==> config.mk <==
export PLATFORM = sky130hd
export DESIGN_NAME = tcp_tx_session_ctrl
export DESIGN_NICKNAME = d
export VERILOG_FILES = /design/src/rtl/tcp_tx_pkg.sv /design/src/rtl/tcp_tx_session_ctrl_listen_opener.sv /design/src/rtl/tcp_tx_session_ctrl.sv
export SDC_FILE = /design/constraint.sdc
export NUM_CORES = 1
export LEC_CHECK = 0
export CAP_MARGIN = 10
export CORE_AREA = 2 2 544 546
export DETAILED_ROUTE_END_ITERATION = 8
export DIE_AREA = 0 0 546 548
export PLACE_DENSITY_LB_ADDON = 0.2
export SETUP_SLACK_MARGIN = 0.05
export SLEW_MARGIN = 30
export SYNTH_ARGS = -nofsm -noshare
export SYNTH_HDL_FRONTEND = slang
export SYNTH_SLANG_ARGS = --single-unit
==> constraint.sdc <==
create_clock -name clk -period 4.23 [get_ports clk]
set_input_delay 0.846 -clock clk [delete_from_list [all_inputs] [get_ports clk]]
set_output_delay 0.846 -clock clk [all_outputs]
set_load 0.05 [all_outputs]
==> src/rtl/tcp_tx_pkg.sv <==
// rtl/tcp_tx_pkg.sv - shared states, status codes and field slices for the TCP TX session controller
package tcp_tx_pkg;

  typedef enum logic [1:0] {
    L_WAIT,
    L_REQ,
    L_STAT,
    L_DONE
  } listen_state_t;

  typedef enum logic [2:0] {
    IDLE,
    META,
    STATUS,
    BACKOFF,
    DATA,
    DROP
  } tx_state_t;

  localparam logic [1:0] ST_OK      = 2'd0;
  localparam logic [1:0] ST_NOCONN  = 2'd1;
  localparam logic [1:0] ST_NOSPACE = 2'd2;

  localparam int META_SESSION_LSB = 0;
  localparam int META_SESSION_MSB = 15;
  localparam int META_LENGTH_LSB  = 16;
  localparam int META_LENGTH_MSB  = 31;

  localparam int STATUS_CODE_LSB = 62;
  localparam int STATUS_CODE_MSB = 63;

endpackage

==> src/rtl/tcp_tx_session_ctrl_listen_opener.sv <==
// rtl/tcp_tx_session_ctrl_listen_opener.sv - opens NUM_PORTS consecutive listen ports with delay and retry
module tcp_listen_opener
  import tcp_tx_pkg::*;
#(
  parameter int          NUM_PORTS       = 1,
  parameter logic [15:0] BASE_PORT       = 16'd2888,
  parameter int          OPEN_DELAY_BITS = 16
) (
  input  logic        clk,
  input  logic        aresetn,
  output logic        m_listen_valid,
  input  logic        m_listen_ready,
  output logic [15:0] m_listen_data,
  input  logic        s_listen_status_valid,
  output logic        s_listen_status_ready,
  input  logic [7:0]  s_listen_status_data,
  output logic        listen_done
);

  localparam int IDX_W = 5;

  listen_state_t              state_q, state_d;
  logic [OPEN_DELAY_BITS-1:0] cnt_q, cnt_d;
  logic [IDX_W-1:0]           idx_q, idx_d;
  logic                       valid_q, valid_d;
  logic [15:0]                port_q, port_d;
  logic                       unused_status_bits;

  assign unused_status_bits    = ^s_listen_status_data[7:1];
  assign m_listen_valid        = valid_q;
  assign m_listen_data         = port_q;
  assign s_listen_status_ready = (state_q == L_STAT);
  assign listen_done           = (state_q == L_DONE);

  always_ff @(posedge clk) begin
    if (!aresetn) begin
      state_q <= L_WAIT;
      cnt_q   <= '0;
      idx_q   <= '0;
      valid_q <= 1'b0;
      port_q  <= '0;
    end else begin
      state_q <= state_d;
      cnt_q   <= cnt_d;
      idx_q   <= idx_d;
      valid_q <= valid_d;
      port_q  <= port_d;
    end
  end

  always_comb begin
    state_d = state_q;
    cnt_d   = cnt_q;
    idx_d   = idx_q;
    valid_d = valid_q;
    port_d  = port_q;
    case (state_q)
      L_WAIT: begin
        if (cnt_q[OPEN_DELAY_BITS-1]) begin
          cnt_d   = '0;
          valid_d = 1'b1;
          port_d  = BASE_PORT + 16'(idx_q);
          state_d = L_REQ;
        end else begin
          cnt_d = cnt_q + 1'b1;
        end
      end
      L_REQ: begin
        if (m_listen_ready) begin
          valid_d = 1'b0;
          state_d = L_STAT;
        end
      end
      L_STAT: begin
        // A refused port keeps idx so the same port is retried after the delay.
        if (s_listen_status_valid) begin
          if (s_listen_status_data[0]) begin
            if (idx_q == IDX_W'(NUM_PORTS - 1)) begin
              state_d = L_DONE;
            end else begin
              idx_d   = idx_q + 1'b1;
              state_d = L_WAIT;
            end
          end else begin
            state_d = L_WAIT;
          end
        end
      end
      L_DONE:  state_d = L_DONE;
      default: state_d = L_WAIT;
    endcase
  end

endmodule

==> src/rtl/tcp_tx_session_ctrl.sv <==
// rtl/tcp_tx_session_ctrl.sv - TX session controller: listen opening, metadata/status handshake, forward/drop/retry
module tcp_tx_session_ctrl
  import tcp_tx_pkg::*;
#(
  parameter int          DATA_WIDTH      = 512,
  parameter int          NUM_PORTS       = 1,
  parameter logic [15:0] BASE_PORT       = 16'd2888,
  parameter int          OPEN_DELAY_BITS = 16,
  parameter int          RETRY_CYCLES    = 1024,
  parameter int          MAX_RETRIES     = 4
) (
  input  logic                    clk,
  input  logic                    aresetn,
  output logic                    m_listen_valid,
  input  logic                    m_listen_ready,
  output logic [15:0]             m_listen_data,
  input  logic                    s_listen_status_valid,
  output logic                    s_listen_status_ready,
  input  logic [7:0]              s_listen_status_data,
  output logic                    listen_done,
  input  logic                    s_meta_valid,
  output logic                    s_meta_ready,
  input  logic [31:0]             s_meta_data,
  input  logic                    s_data_valid,
  output logic                    s_data_ready,
  input  logic [DATA_WIDTH-1:0]   s_data_data,
  input  logic [DATA_WIDTH/8-1:0] s_data_keep,
  input  logic                    s_data_last,
  output logic                    m_txmeta_valid,
  input  logic                    m_txmeta_ready,
  output logic [31:0]             m_txmeta_data,
  input  logic                    s_txstatus_valid,
  output logic                    s_txstatus_ready,
  input  logic [63:0]             s_txstatus_data,
  output logic                    m_tx_valid,
  input  logic                    m_tx_ready,
  output logic [DATA_WIDTH-1:0]   m_tx_data,
  output logic [DATA_WIDTH/8-1:0] m_tx_keep,
  output logic                    m_tx_last,
  output logic [31:0]             pkts_sent,
  output logic [31:0]             pkts_dropped
);

  localparam int BO_W = $clog2(RETRY_CYCLES + 1);

  tcp_listen_opener #(
    .NUM_PORTS      (NUM_PORTS),
    .BASE_PORT      (BASE_PORT),
    .OPEN_DELAY_BITS(OPEN_DELAY_BITS)
  ) u_listen (
    .clk                  (clk),
    .aresetn              (aresetn),
    .m_listen_valid       (m_listen_valid),
    .m_listen_ready       (m_listen_ready),
    .m_listen_data        (m_listen_data),
    .s_listen_status_valid(s_listen_status_valid),
    .s_listen_status_ready(s_listen_status_ready),
    .s_listen_status_data (s_listen_status_data),
    .listen_done          (listen_done)
  );

  tx_state_t        state_q, state_d;
  logic [31:0]      meta_q, meta_d;
  logic             txmeta_valid_q, txmeta_valid_d;
  logic [7:0]       retry_q, retry_d;
  logic [BO_W-1:0]  bo_q, bo_d;
  logic [31:0]      sent_q, sent_d;
  logic [31:0]      dropped_q, dropped_d;
  logic [1:0]       status_code;
  logic             unused_status_bits;

  assign status_code        = s_txstatus_data[STATUS_CODE_MSB:STATUS_CODE_LSB];
  assign unused_status_bits = ^s_txstatus_data[STATUS_CODE_LSB-1:0];
  assign m_txmeta_valid     = txmeta_valid_q;
  assign m_txmeta_data      = meta_q;
  assign pkts_sent          = sent_q;
  assign pkts_dropped       = dropped_q;
  // Beats pass straight through; only valid/ready are gated by state.
  assign m_tx_data          = s_data_data;
  assign m_tx_keep          = s_data_keep;
  assign m_tx_last          = s_data_last;

  always_ff @(posedge clk) begin
    if (!aresetn) begin
      state_q        <= IDLE;
      meta_q         <= '0;
      txmeta_valid_q <= 1'b0;
      retry_q        <= '0;
      bo_q           <= '0;
      sent_q         <= '0;
      dropped_q      <= '0;
    end else begin
      state_q        <= state_d;
      meta_q         <= meta_d;
      txmeta_valid_q <= txmeta_valid_d;
      retry_q        <= retry_d;
      bo_q           <= bo_d;
      sent_q         <= sent_d;
      dropped_q      <= dropped_d;
    end
  end

  always_comb begin
    state_d          = state_q;
    meta_d           = meta_q;
    txmeta_valid_d   = txmeta_valid_q;
    retry_d          = retry_q;
    bo_d             = bo_q;
    sent_d           = sent_q;
    dropped_d        = dropped_q;
    s_meta_ready     = 1'b0;
    s_txstatus_ready = 1'b0;
    s_data_ready     = 1'b0;
    m_tx_valid       = 1'b0;
    case (state_q)
      IDLE: begin
        if (s_meta_valid) begin
          s_meta_ready   = 1'b1;
          meta_d         = {s_meta_data[META_LENGTH_MSB:META_LENGTH_LSB],
                            s_meta_data[META_SESSION_MSB:META_SESSION_LSB]};
          retry_d        = '0;
          txmeta_valid_d = 1'b1;
          state_d        = META;
        end
      end
      META: begin
        if (m_txmeta_ready) begin
          txmeta_valid_d = 1'b0;
          state_d        = STATUS;
        end
      end
      STATUS: begin
        s_txstatus_ready = 1'b1;
        if (s_txstatus_valid) begin
          case (status_code)
            ST_OK:     state_d = DATA;
            ST_NOCONN: state_d = DROP;
            ST_NOSPACE: begin
              if (retry_q < 8'(MAX_RETRIES)) begin
                retry_d = retry_q + 1'b1;
                bo_d    = '0;
                state_d = BACKOFF;
              end else begin
                state_d = DROP;
              end
            end
            default:   state_d = DROP;
          endcase
        end
      end
      BACKOFF: begin
        if (bo_q == BO_W'(RETRY_CYCLES - 1)) begin
          txmeta_valid_d = 1'b1;
          state_d        = META;
        end else begin
          bo_d = bo_q + 1'b1;
        end
      end
      DATA: begin
        m_tx_valid   = s_data_valid;
        s_data_ready = m_tx_ready;
        if (s_data_valid && m_tx_ready && s_data_last) begin
          sent_d  = sent_q + 1'b1;
          state_d = IDLE;
        end
      end
      DROP: begin
        s_data_ready = 1'b1;
        if (s_data_valid && s_data_last) begin
          dropped_d = dropped_q + 1'b1;
          state_d   = IDLE;
        end
      end
      default: state_d = IDLE;
    endcase
  end

endmodule

==> results of run 1 <==
[flip-flops by register name, indices dropped and copies added, names as in the netlist, 2 cells and up]
| signal | flops |
|---|---|
| u_listen.m_listen_data | 7 |
| u_listen.idx_q | 5 |
| retry_q | 8 |
| m_txmeta_data | 32 |
| pkts_dropped | 32 |
| state_q | 3 |
| bo_q | 11 |
| u_listen.state_q | 2 |
| u_listen.cnt_q | 16 |
| pkts_sent | 32 |
[synthesized netlist by cell type, drive strengths merged (3+ instances only)]
cell    instances
a21o            6
a21oi          91
a32o            4
a41oi           3
and2           10
and3           10
and4            9
buf           604
clkbuf         29
dfxtp         150
ha              8
inv            15
mux2i          23
nand2         134
nand2b         21
nand3          32
nand3b          3
nand4          32
nor2           43
nor2b           3
nor3            8
nor4           24
nor4b           4
o21a            3
o21ai          23
o31ai          21
or2             4
or3            18
or4            28
xnor2          11
xor2           17
[tightest hold or removal path, cell delays in order, from the launching register on]
cell     delay [ns]
dfxtp_1        0.31
nand2_1        0.05
a21oi_1        0.05
[layer usage]
metal | global-route usage (%) | vias up | wire length, um
met4 | 4.49 | 6 | 7220
met2 | 10.9 | 870 | 47900
met5 | 0.681 | - | 34
met1 | 3.52 | 3390 | 19600
li1 | - | 3317 | -
met3 | 10.1 | 362 | 33900
[path summary, 6_finish.rpt]
| path | end |
|---|---|
| hold / removal | m_txmeta_data[9]$_SDFFE_PN0P_ |
| setup reg to reg | pkts_sent[31]$_SDFFE_PN0P_ |
| hold reg to reg | m_txmeta_data[9]$_SDFFE_PN0P_ |
| setup / recovery | s_txstatus_ready |
[logic make-up after synthesis]
logic type	share of synthesized area [%]
mux	2.03
flops	26.4
buf+inv	41.1
fa+ha+maj	0.881
other cells	0.0330
xor+xnor	2.16
simple gates	19.0
compound gates	8.40
[per-stage QoR]
| step | util, % | instance area [sq um] |
|---|---|---|
| floorplan | - | 11400 |
| global placement | 4.57 | 13400 |
| detailed placement | 4.57 | 13400 |
| CTS | 4.79 | 14000 |
| global route | 4.79 | 14000 |
| finish | 4.80 | 14100 |
[area by class of cell]
cell class              count  share of cell area (%)
inverters                  17                   0.481
multi-input cells         623                    26.6
well taps                3919                    34.9
clock buffers              23                    3.86
flip-flops and latches    150                    21.4
diodes                      9                   0.160
clock inverters            10                   0.632
repair buffers            172                    12.0
[power groups by stage]
stage	Sequential (mW)	Combinational (mW)	Clock, mW
2_1_floorplan	1.60	1.64	0
3_3_place_gp	1.50	0.518	0
3_5_place_dp	1.50	0.514	0
4_1_cts	1.47	0.515	2.15
5_1_grt	1.48	0.530	2.15
6_report	1.47	0.486	1.93
[layout by cell type (no fill, tap or decap), types with 8 or more instances in the layout]
cell type        instances
a21oi_1                 91
and2_1                  10
and3_1                  10
and4_1                   9
buf_4                   14
clkbuf_16               21
clkdlybuf4s50_1        152
dfxtp_1                150
diode_2                  9
ha_1                     8
inv_1                   14
mux2i_1                 23
nand2_1                134
nand2b_1                21
nand3_1                 30
nand4_1                 31
nor2_1                  43
nor3_1                   8
nor4_1                  23
o21ai_0                 23
o31ai_1                 21
or3_1                   18
or4_1                   27
xnor2_1                 11
xor2_1                  17
==> results.json, run 1 <==
{
  "crit_start": "state_q[1]$_SDFFE_PN0P_",
  "rsz0062_at_grt": "no",
  "synthFlopType": "dfxtp_1",
  "fin_crit_ns": 3.66,
  "die_h_um": 548,
  "cts_setup_buffers": 0,
  "yosysUniqueCellTypes": 61,
  "synth_largest_area_cell": "buf_4",
  "cp_data_arrival_time_ns": 2.81,
  "fin_hold_ws_ns": 0.457,
  "htree_levels": 4,
  "seqPwrFrac_pct": 37.9,
  "cp.required_ns": 3.38,
  "drtIter0Drc": 345,
  "grt_max_degree": 52,
  "skew_ns": 0.0369,
  "synth_edf_count": 0,
  "cts_hold_buf": 0,
  "worstSkewPairLatency_ns": 0.58,
  "setup_ws_ns": 0.570,
  "leakage_nw": 3.22,
  "hold_viol": 0,
  "route.detailed.drc": 0,
  "synth_seq_cells": 150,
  "r2r_slack_ns": 1.73,
  "hold_depth": 2,
  "path_class": "reg -> out",
  "path_cells": "or3b_2 -> inv_2 -> clkdlybuf4s50_1",
  "first_pass_iters": 4,
  "die_x_um": 546,
  "maxSlewHeadroom_pct": 41.1,
  "hpwl_um": 95100,
  "cts_tree": "built",
  "yosys_warnings": 0,
  "swShare_pct": 33.3,
  "outcome": "finished, final reports clean",
  "slowest_delay_ns": 0.95,
  "rows": 199,
  "p_int_mw": 2.59,
  "gp_routability_congestion": 0.649,
  "synth_seq_area_share_pct": 26.4,
  "hold_start": "m_txmeta_data[9]$_SDFFE_PN0P_",
  "cp.depth": 3,
  "gr-total-overflow": 0,
  "cts.sinks": 150,
  "hold_path_class": "reg -> reg",
  "start_kind": "register",
  "slew_viol_final": 0,
  "clk_pin_slew_ns": 0.07,
  "cts_buffer_depth": 3,
  "multi_input_area_sq_um": 3740,
  "grt_util_all_layers_pct": 7.01,
  "num_vias": 7945,
  "cpMaxStageDelayCell": "clkdlybuf4s50_1",
  "fin_tns_setup_ns": 0,
  "dp_worst_setup_slack_ns": 0.819,
  "wl_per_cell_um": 22.1,
  "setup_viol": 0,
  "start_util_pct": 3.88,
  "cts_resized": 0,
  "numPortBuffers": 159,
  "antenna_left": 0,
  "synthArstFlopShare_pct": 0,
  "ir_drop_v": 0.000153,
  "max_cap_violations": 0,
  "netlist.area_leader.share_pct": 38.7,
  "num_io_pins": 1387,
  "nFillCells": 34737,
  "r2r_start": "pkts_sent[8]$_SDFFE_PN0P_",
  "fin_crit_sh_pct": 86.5,
  "p_switching_mw": 1.29,
  "nets": 1683,
  "seqCellArea_sq_um": 3000,
  "p_clk_share_pct": 49.6,
  "synth_cells": 1418,
  "wirelength_um": 109000,
  "synth_top_cells_by_area": "buf_4 39%, dfxtp_1 26%, nand2_1 4.4%",
  "power.total_mw": 3.88,
  "syn-mean-instance-area_sq_um": 8.01,
  "drive_gt1_share_pct": 7.14,
  "grt_pass1_vias": 7920,
  "cp.buffers_inverters": 2,
  "max_freq_mhz": 273,
  "syn_area_sq_um": 11400,
  "worst-path-max-fanout": 10,
  "core_area_sq_um": 293000,
  "cts-root-buf": "clkbuf_16",
  "area_delta_synth_final_pct": 23.7,
  "worst_pin_slew_ns": 0.881,
  "endpoint_kind": "primary output",
  "viasPerCell": 1.61,
  "cts_buffers": 21,
  "grt_pass1_wl_um": 127000,
  "die_area_sq_um": 299000,
  "rr_worst_depth": 4,
  "dp_cells": 4881,
  "pwr_density_cell_nw_per_um2": 276,
  "antenna_found_initial": 19,
  "cp_top_family": "buffers and inverters",
  "layout.cells.non_filler": 4923,
  "combPwrFrac_pct": 12.5
}
No activity file was read; power rests on OpenSTA's default activity.
==> inputs of run 2 (changes only) <==
Settings changed: SLEW_MARGIN 30 to 5.
==> run 2 against run 1 <==
Critical path type unchanged. Clock power about the same. Largest cell class unchanged. Clock-buffer cell count increased by 1. Total power increased by 0.32%. Critical endpoint unchanged.
==> results.json, run 2 (synthesis results as in run 1) <==
{
  "outcome": "finished, final reports clean",
  "worst_pin_slew_ns": 1.05,
  "viasPerCell": 1.61,
  "power.total_mw": 3.90,
  "numPortBuffers": 159,
  "dp_cells": 4880,
  "area_delta_synth_final_pct": 23.6,
  "ir_drop_v": 0.000215,
  "endpoint_kind": "primary output",
  "wl_per_cell_um": 22.1,
  "antenna_left": 0,
  "drtIter0Drc": 360,
  "gp_routability_congestion": 0.649,
  "start_util_pct": 3.88,
  "leakage_nw": 3.22,
  "skew_ns": 0.0389,
  "fin_crit_sh_pct": 86.1,
  "cts.sinks": 150,
  "grtUsageMet3_pct": 10.1,
  "clk_pin_slew_ns": 0.06,
  "die_x_um": 546,
  "layout.cells.non_filler": 4918,
  "met2_usage_pct": 10.8,
  "cts-root-buf": "clkbuf_16",
  "htree_levels": 4,
  "hpwl_um": 95100,
  "start_kind": "register",
  "num_io_pins": 1387,
  "grt_util_all_layers_pct": 7.02,
  "fin_area_sq_um": 14000,
  "route.detailed.drc": 0,
  "maxSlewHeadroom_pct": 29.5,
  "setup_viol": 0,
  "grt_pass1_vias": 8022,
  "max_cap_violations": 0,
  "nets": 1682,
  "cts_tree": "built",
  "cts_resized": 0,
  "hold_viol": 0,
  "cpMaxStageDelayCell": "clkdlybuf4s50_1",
  "cp_top_family": "buffers and inverters",
  "slew_viol_final": 0,
  "path_class": "reg -> out",
  "cp_data_arrival_time_ns": 2.80,
  "path_cells": "or3b_2 -> inv_2 -> clkdlybuf4s50_1",
  "cp.required_ns": 3.38,
  "cts_hold_buf": 0,
  "rsz0062_at_grt": "no",
  "busiest_layer": "met2",
  "max_freq_mhz": 275,
  "grt_max_degree": 52,
  "die_h_um": 548,
  "slowest_delay_ns": 0.94,
  "worstSkewPairLatency_ns": 0.58,
  "cp.buffers_inverters": 2,
  "wirelength_um": 109000,
  "gr-total-overflow": 0,
  "fin_crit_ns": 3.64,
  "antenna_found_initial": 16,
  "worst-path-max-fanout": 10,
  "pwr_density_cell_nw_per_um2": 277,
  "drive_gt1_share_pct": 6.74,
  "final_cell_mix": "154 x clkdlybuf4s50_1, 150 x dfxtp_1, 134 x nand2_1, 91 x a21oi_1, 43 x nor2_1",
  "hold_path_class": "reg -> reg",
  "place_area_sq_um": 13400,
  "cts_buffers": 21,
  "fin_tns_setup_ns": 0,
  "rows": 199,
  "cts_setup_buffers": 0,
  "first_pass_iters": 5,
  "layout_commonest_cell": "clkdlybuf4s50_1",
  "grt_pass1_wl_um": 127000,
  "core_area_sq_um": 293000,
  "cts_buffer_depth": 3,
  "die_area_sq_um": 299000,
  "met1_usage_pct": 3.54,
  "num_vias": 7909
}
## run 2: cell count changes in the layout (fill, tap and decap cells not counted), sizes merged
| cell | previous run | this run |
|---|---|---|
| buf | 20 | 17 |
| clkbuf | 23 | 24 |
| clkdlybuf4s50 | 152 | 154 |
| clkinvlp | 4 | 3 |
| diode | 9 | 5 |
## run 2: layer usage
metal  up-vias  share of wire [%]
met1      3362                 18
li1       3302                  -
met5         -              0.064
met4         8                7.0
met3       367                 31
met2       870                 44
## run 2: where the power goes
group	internal, mW	switching (mW)
sequential	1.45	0.0243
combinational	0.148	0.340
clock	1.01	0.922
## run 2: per-stage QoR
stage	setup slack [ns]	hold WS (ns)	util (%)
after floorplan	1.39	0.441	-
after global placement	0.795	0.449	4.57
after detailed placement	0.821	0.449	4.57
after CTS	0.415	0.460	4.79
after global routing	0.424	0.475	4.79
final	0.588	0.456	4.79
## run 2: worst paths after layout
kind / from / endpoint / slack (ns) / depth (start not counted)
setup / recovery: state_q[1]$_SDFFE_PN0P_ / s_txstatus_ready / 0.59 / 3
hold reg to reg: u_listen.m_listen_data[5]$_SDFFE_PN0P_ / u_listen.m_listen_data[5]$_SDFFE_PN0P_ / 0.46 / 2
hold / removal: u_listen.m_listen_data[5]$_SDFFE_PN0P_ / u_listen.m_listen_data[5]$_SDFFE_PN0P_ / 0.46 / 2
setup reg to reg: pkts_sent[8]$_SDFFE_PN0P_ / pkts_sent[31]$_SDFFE_PN0P_ / 1.71 / 4
## run 2: final cells by class
class / count / area (sq um)
Tap cell: 3919 / 4900
Multi-Input combinational cell: 623 / 3730
Inverter: 17 / 67.6
Clock inverter: 9 / 85.1
Sequential cell: 150 / 3000
Antenna cell: 5 / 12.5
Fill cell: 34746 / 279000
Timing Repair Buffer: 171 / 1690
Clock buffer: 24 / 557
## run 2: worst min-delay path, stage by stage (launching register included)
cell	delay, ns
dfxtp_1	0.31
nand2_1	0.05
a21oi_1	0.05
==> inputs of run 3 (changes only) <==
Settings changed: CTS_BUF_LIST from default to sky130_fd_sc_hd__clkbuf_8 sky130_fd_sc_hd__clkbuf_16.
==> run 3 against run 2 <==
Critical path type unchanged. Total power about the same. Clock-buffer cell count decreased by 1. Cell count unchanged. Largest cell class unchanged. Highest routed layer unchanged. Largest power group unchanged. Critical path depth unchanged. Global-route usage unchanged. Via count unchanged.
==> results.json, run 3 (synthesis results as in run 1) <==
{
  "wl_met1_um": 19500,
  "cts.sinks": 150,
  "start_util_pct": 3.88,
  "viasPerCell": 1.61,
  "p_int_mw": 2.61,
  "area_delta_synth_final_pct": 23.6,
  "die_area_sq_um": 299000,
  "slew_viol_final": 0,
  "rr_worst_depth": 4,
  "gp_routability_congestion": 0.649,
  "cts_resized": 0,
  "wl_met2_um": 47500,
  "swShare_pct": 33.1,
  "numPortBuffers": 159,
  "rows": 199,
  "rsz0062_at_grt": "no",
  "max_cap_violations": 0,
  "grt_pass1_wl_um": 127000,
  "max_freq_mhz": 275,
  "timing.rr.end": "pkts_sent[31]$_SDFFE_PN0P_",
  "utilization_pct": 4.79,
  "cts_buffers": 21,
  "antenna_found_initial": 16,
  "r2r_slack_ns": 1.71,
  "worst-path-max-fanout": 10,
  "highest_layer": "met5",
  "outcome": "finished, final reports clean",
  "fin_crit_ns": 3.64,
  "wirelength_um": 109000,
  "start_kind": "register",
  "grt_pass1_vias": 8022,
  "layout_commonest_cell": "clkdlybuf4s50_1",
  "cts_setup_buffers": 0,
  "antenna_left": 0,
  "worstSkewPairLatency_ns": 0.58,
  "r2r_start": "pkts_sent[8]$_SDFFE_PN0P_",
  "cts_tree": "built",
  "die_h_um": 548,
  "path_class": "reg -> out",
  "hold-path-endpoint": "u_listen.m_listen_data[5]$_SDFFE_PN0P_",
  "htree_levels": 4,
  "cts_buffer_depth": 3,
  "core_area_sq_um": 293000,
  "route.detailed.drc": 0,
  "hold_start": "u_listen.m_listen_data[5]$_SDFFE_PN0P_",
  "fin_hold_ws_ns": 0.456,
  "combPwrFrac_pct": 12.5,
  "hold_viol": 0,
  "nets": 1682,
  "wl_met3_um": 33900,
  "seqPwrFrac_pct": 37.8,
  "fin_area_sq_um": 14000,
  "hold_depth": 2,
  "maxSlewHeadroom_pct": 29.5,
  "setup_viol": 0,
  "wl_per_cell_um": 22.1,
  "fin_crit_sh_pct": 86.1,
  "drtIter0Drc": 360,
  "pwr_density_cell_nw_per_um2": 277,
  "p_switching_mw": 1.29,
  "grt_max_degree": 52,
  "place_area_sq_um": 13400,
  "final_cell_mix": "154 x clkdlybuf4s50_1, 150 x dfxtp_1, 134 x nand2_1, 91 x a21oi_1, 43 x nor2_1",
  "ir_drop_v": 0.000215,
  "worst_pin_slew_ns": 1.05,
  "grt_util_all_layers_pct": 7.02,
  "num_io_pins": 1387,
  "cp_data_arrival_time_ns": 2.80,
  "clk_pin_slew_ns": 0.06,
  "gr-total-overflow": 0,
  "hold_path_class": "reg -> reg",
  "fin_tns_setup_ns": 0,
  "leakage_nw": 3.22,
  "power.total_mw": 3.89,
  "skew_ns": 0.0389,
  "num_vias": 7909,
  "hpwl_um": 95100,
  "first_pass_iters": 5,
  "p_clk_share_pct": 49.7,
  "cp.required_ns": 3.38,
  "drive_gt1_share_pct": 6.74,
  "die_x_um": 546,
  "cts_hold_buf": 0,
  "cts-root-buf": "clkbuf_16",
  "endpoint_kind": "primary output"
}
run 3: layout make-up:
type / count / area, sq um
fill: 34746 / 279000
tap: 3919 / 4900
multi-input combinational: 623 / 3730
sequential: 150 / 3000
timing repair buffer: 171 / 1690
clock buffer: 23 / 553
clock inverter: 10 / 88.8
inverter: 17 / 67.6
antenna: 5 / 12.5
run 3: power groups by stage:
stage | sequential, mW | combinational, mW | clock (mW)
after floorplan | 1.60 | 1.64 | 0
after global placement | 1.50 | 0.518 | 0
after detailed placement | 1.50 | 0.515 | 0
after CTS | 1.47 | 0.516 | 2.16
after global routing | 1.48 | 0.532 | 2.15
final | 1.47 | 0.489 | 1.93
run 3: worst max-delay path by stage:
| stage | startpoint | to | slack (ns) | cells after the start |
|---|---|---|---|---|
| 2_1_floorplan | s_meta_valid | s_meta_ready | 1.39 | 4 |
| 3_3_place_gp | s_data_last | pkts_dropped[27]$_SDFFE_PN0P_ | 0.80 | 5 |
| 3_5_place_dp | s_data_valid | pkts_dropped[13]$_SDFFE_PN0P_ | 0.82 | 5 |
| 4_1_cts | state_q[1]$_SDFFE_PN0P_ | s_txstatus_ready | 0.42 | 3 |
| 5_1_grt | state_q[1]$_SDFFE_PN0P_ | s_txstatus_ready | 0.42 | 3 |
| 6_report | state_q[1]$_SDFFE_PN0P_ | s_txstatus_ready | 0.59 | 3 |
run 3: worst max-delay path, cell delays in order (launching register included):
cell and delay (ns):
dfxtp_1 0.59, or3b_2 0.56, inv_2 0.14, clkdlybuf4s50_1 0.94
run 3: per-stage QoR:
step | std cells | worst slack [ns]
global placement | 4880 | 0.795
CTS | 4913 | 0.415
detailed placement | 4880 | 0.821
finish | 4918 | 0.588
global route | 4914 | 0.424
floorplan | 1423 | 1.39
run 3: layer usage:
metal / up-vias / global-route usage [%]
met3: 367 / 10.1
met4: 8 / 4.68
met5: - / 0.791
li1: 3302 / -
met2: 870 / 10.8
met1: 3362 / 3.54
==> RTL edit: new RTL, config.mk and constraints of run 2 <==
Make the reset (`aresetn`) asynchronous in 2 clocked blocks.
--- a/src/rtl/tcp_tx_session_ctrl_listen_opener.sv
+++ b/src/rtl/tcp_tx_session_ctrl_listen_opener.sv
@@ -34,3 +34,3 @@
 
-  always_ff @(posedge clk) begin
+  always_ff @(posedge clk or negedge aresetn) begin
     if (!aresetn) begin
--- a/src/rtl/tcp_tx_session_ctrl.sv
+++ b/src/rtl/tcp_tx_session_ctrl.sv
@@ -82,3 +82,3 @@
 
-  always_ff @(posedge clk) begin
+  always_ff @(posedge clk or negedge aresetn) begin
     if (!aresetn) begin
Check against the original RTL: not equivalent (a bounded check fails within 4 cycles, from zero or initial values and one cycle with aresetn low; the reset may be asserted at any time).
==> RTL edit against run 2 <==
Via count is 11% lower; sequential cell count stayed put; hold slack worse by 0.14 ns; largest cell class unchanged; cell area is 1.8% higher; utilization is 0.088 points higher; cell count is 2.1% lower; die area stayed put; synthesized area is 0.43% higher; clock skew is 0.0051 ns lower; setup slack better by 0.11 ns; register-to-register slack better by 0.11 ns; routed wire length is 1.2% higher.
Power is not compared: it rests on default switching activity, and its combinational part moved more than twofold at a synthesized area within 25%.
==> RTL edit: results (changes against run 2) <==
status=finished clean; initial antenna violation count=15 (-1); RR Endpoint=pkts_dropped[21]$_DFFE_PN0P_; GP Congestion=0.724 (+12%); fill count=34683 (-0.18%); Hold Slack=0.316 ns (-0.140 ns); Clock Path Buffers=3 (unchanged); DRT met1 WL=18.8 mm (-3.6%); post-CTS setup buffer count=0 (unchanged); Critical R2R Launch=state_q[1]$_DFFE_PN0P_; register clock-pin slew on the reported worst setup and hold paths=0.09 ns (+0.03 ns); dominant synthesized flop cell=dfrtp_1; largest net degree at the start of global routing=62 (+19%); total track usage=0.0708 (+0.000627); initial drt markers=237 (-34%); crit path max fanout=13 (+3); synth unique cells=59 (-3.3%); met2 WL=47.9 mm (+0.82%); vias per inst=1.46 (-9.1%); routed len/inst=22.8 µm (+3.4%); setup slack at placement=0.803 ns (-0.0184 ns); layout cells sized above 1=0.0819 (+0.0145); Setup Skew=0.0338 ns (-0.00507 ns); switching pwr=0.00267 W; leading cell types by total area after synthesis=buf_4 39%, dfrtp_1 33%, nand2_1 5.3%; Post-synth top cells=588 x buf_4, 162 x nand2_1, 150 x dfrtp_1; vias in the first global route=7344 (-8.5%); nets@finish=1579 (-6.1%); drt pass-1 iters=4 (-1); worst min-delay path class=in -> async; Final HPWL DP=95.9 mm (+0.76%); CP arrival=2.68 ns (-0.12 ns); R2R setup slack=1.82 ns (+0.11 ns); Seq pwr share=0.308; synth warn=0 (unchanged); cells on worst reg2reg path=4 (unchanged); relative slew slack=0.334 (+0.0390); first-pass GRT wire length=127 mm (+0.31%); CTS HTree Levels=4 (unchanged); met3 WL=34.1 mm (+0.57%); FFs w/ async S/R, synth=1.00 (+1.00); sequential share of the synthesized area=0.329 (+0.0646)
[RTL edit: cell count changes after synthesis, sizes merged, moves of 16 or more]
cell | run 2 | this run
dfrtp | 0 | 150
a21oi | 91 | 17
dfxtp | 150 | 0
o31ai | 21 | 1
nand2b | 21 | 5
nor2 | 43 | 25
xor2 | 17 | 37
or4 | 28 | 1
mux2i | 23 | 5
xnor2 | 11 | 33
nand2 | 134 | 162
[RTL edit: critical path, cell delays in order, from the launching register on]
cell	delay, ns
dfrtp_1	0.59
nor3b_2	0.40
clkdlybuf4s50_1	1.10
[RTL edit: stage by stage]
step           instance area, µm²  cells  total power (W)    util
6_report                    14300   4814          0.00623  0.0488
5_1_grt                     14300   4811          0.00671  0.0488
4_1_cts                     14300   4810          0.00659  0.0488
3_5_place_dp                13600   4777          0.00415  0.0463
3_3_place_gp                13600   4777          0.00415  0.0463
2_1_floorplan               11400   1300          0.00456       -
[RTL edit: cells by family (layout without fill, tap and decap cells)]
logic type               count (synthesis)  after routing  share of synthesized area
buffers and inverters                  634            225                      0.402
AND/OR/NAND/NOR                        352            352                      0.160
flip-flops                             150            150                      0.329
AO/OA/AOI/OAI                           72             72                     0.0386
XOR/XNOR                                70             70                     0.0537
adder cells (fa/ha/maj)                  8              8                    0.00877
multiplexers                             8              8                    0.00734
other                                    1             10                   0.000329
[RTL edit: area by class of cell]
class / count / share of cell area
multi-input combinational: 516 / 0.216
clock buffer: 24 / 0.0389
clock inverter: 9 / 0.0129
timing repair buffer: 170 / 0.120
inverter: 22 / 0.00577
sequential: 150 / 0.262
antenna: 4 / 0.000700
tap: 3919 / 0.343
[RTL edit: per-layer routing]
| metal | GRT usage | vias to the layer above |
|---|---|---|
| met1 | 0.0343 | 3020 |
| li1 | - | 2777 |
| met4 | 0.0526 | 12 |
| met3 | 0.102 | 392 |
| met2 | 0.107 | 837 |
| met5 | 0.0135 | - |
[RTL edit: worst max path at each step]
| stage | slack, ns | startpoint | endpoint | cells after the start |
|---|---|---|---|---|
| final | 0.70 | state_q[1]$_DFFE_PN0P_ | s_txstatus_ready | 2 |
| after global routing | 0.49 | state_q[1]$_DFFE_PN0P_ | s_txstatus_ready | 2 |
| after CTS | 0.54 | state_q[1]$_DFFE_PN0P_ | s_txstatus_ready | 2 |
| after detailed placement | 0.80 | s_data_valid | m_tx_valid | 4 |
| after global placement | 0.77 | s_data_valid | m_tx_valid | 4 |
| after floorplan | 1.42 | s_data_valid | m_tx_valid | 2 |
[RTL edit: power by group through the flow]
stage / Clock [W] / Sequential [W] / Combinational, W
global route: 0.00245 / 0.00197 / 0.00228
CTS: 0.00246 / 0.00193 / 0.00220
finish: 0.00221 / 0.00192 / 0.00210
floorplan: 0 / 0.00247 / 0.00209
detailed placement: 0 / 0.00195 / 0.00219
global placement: 0 / 0.00195 / 0.00221
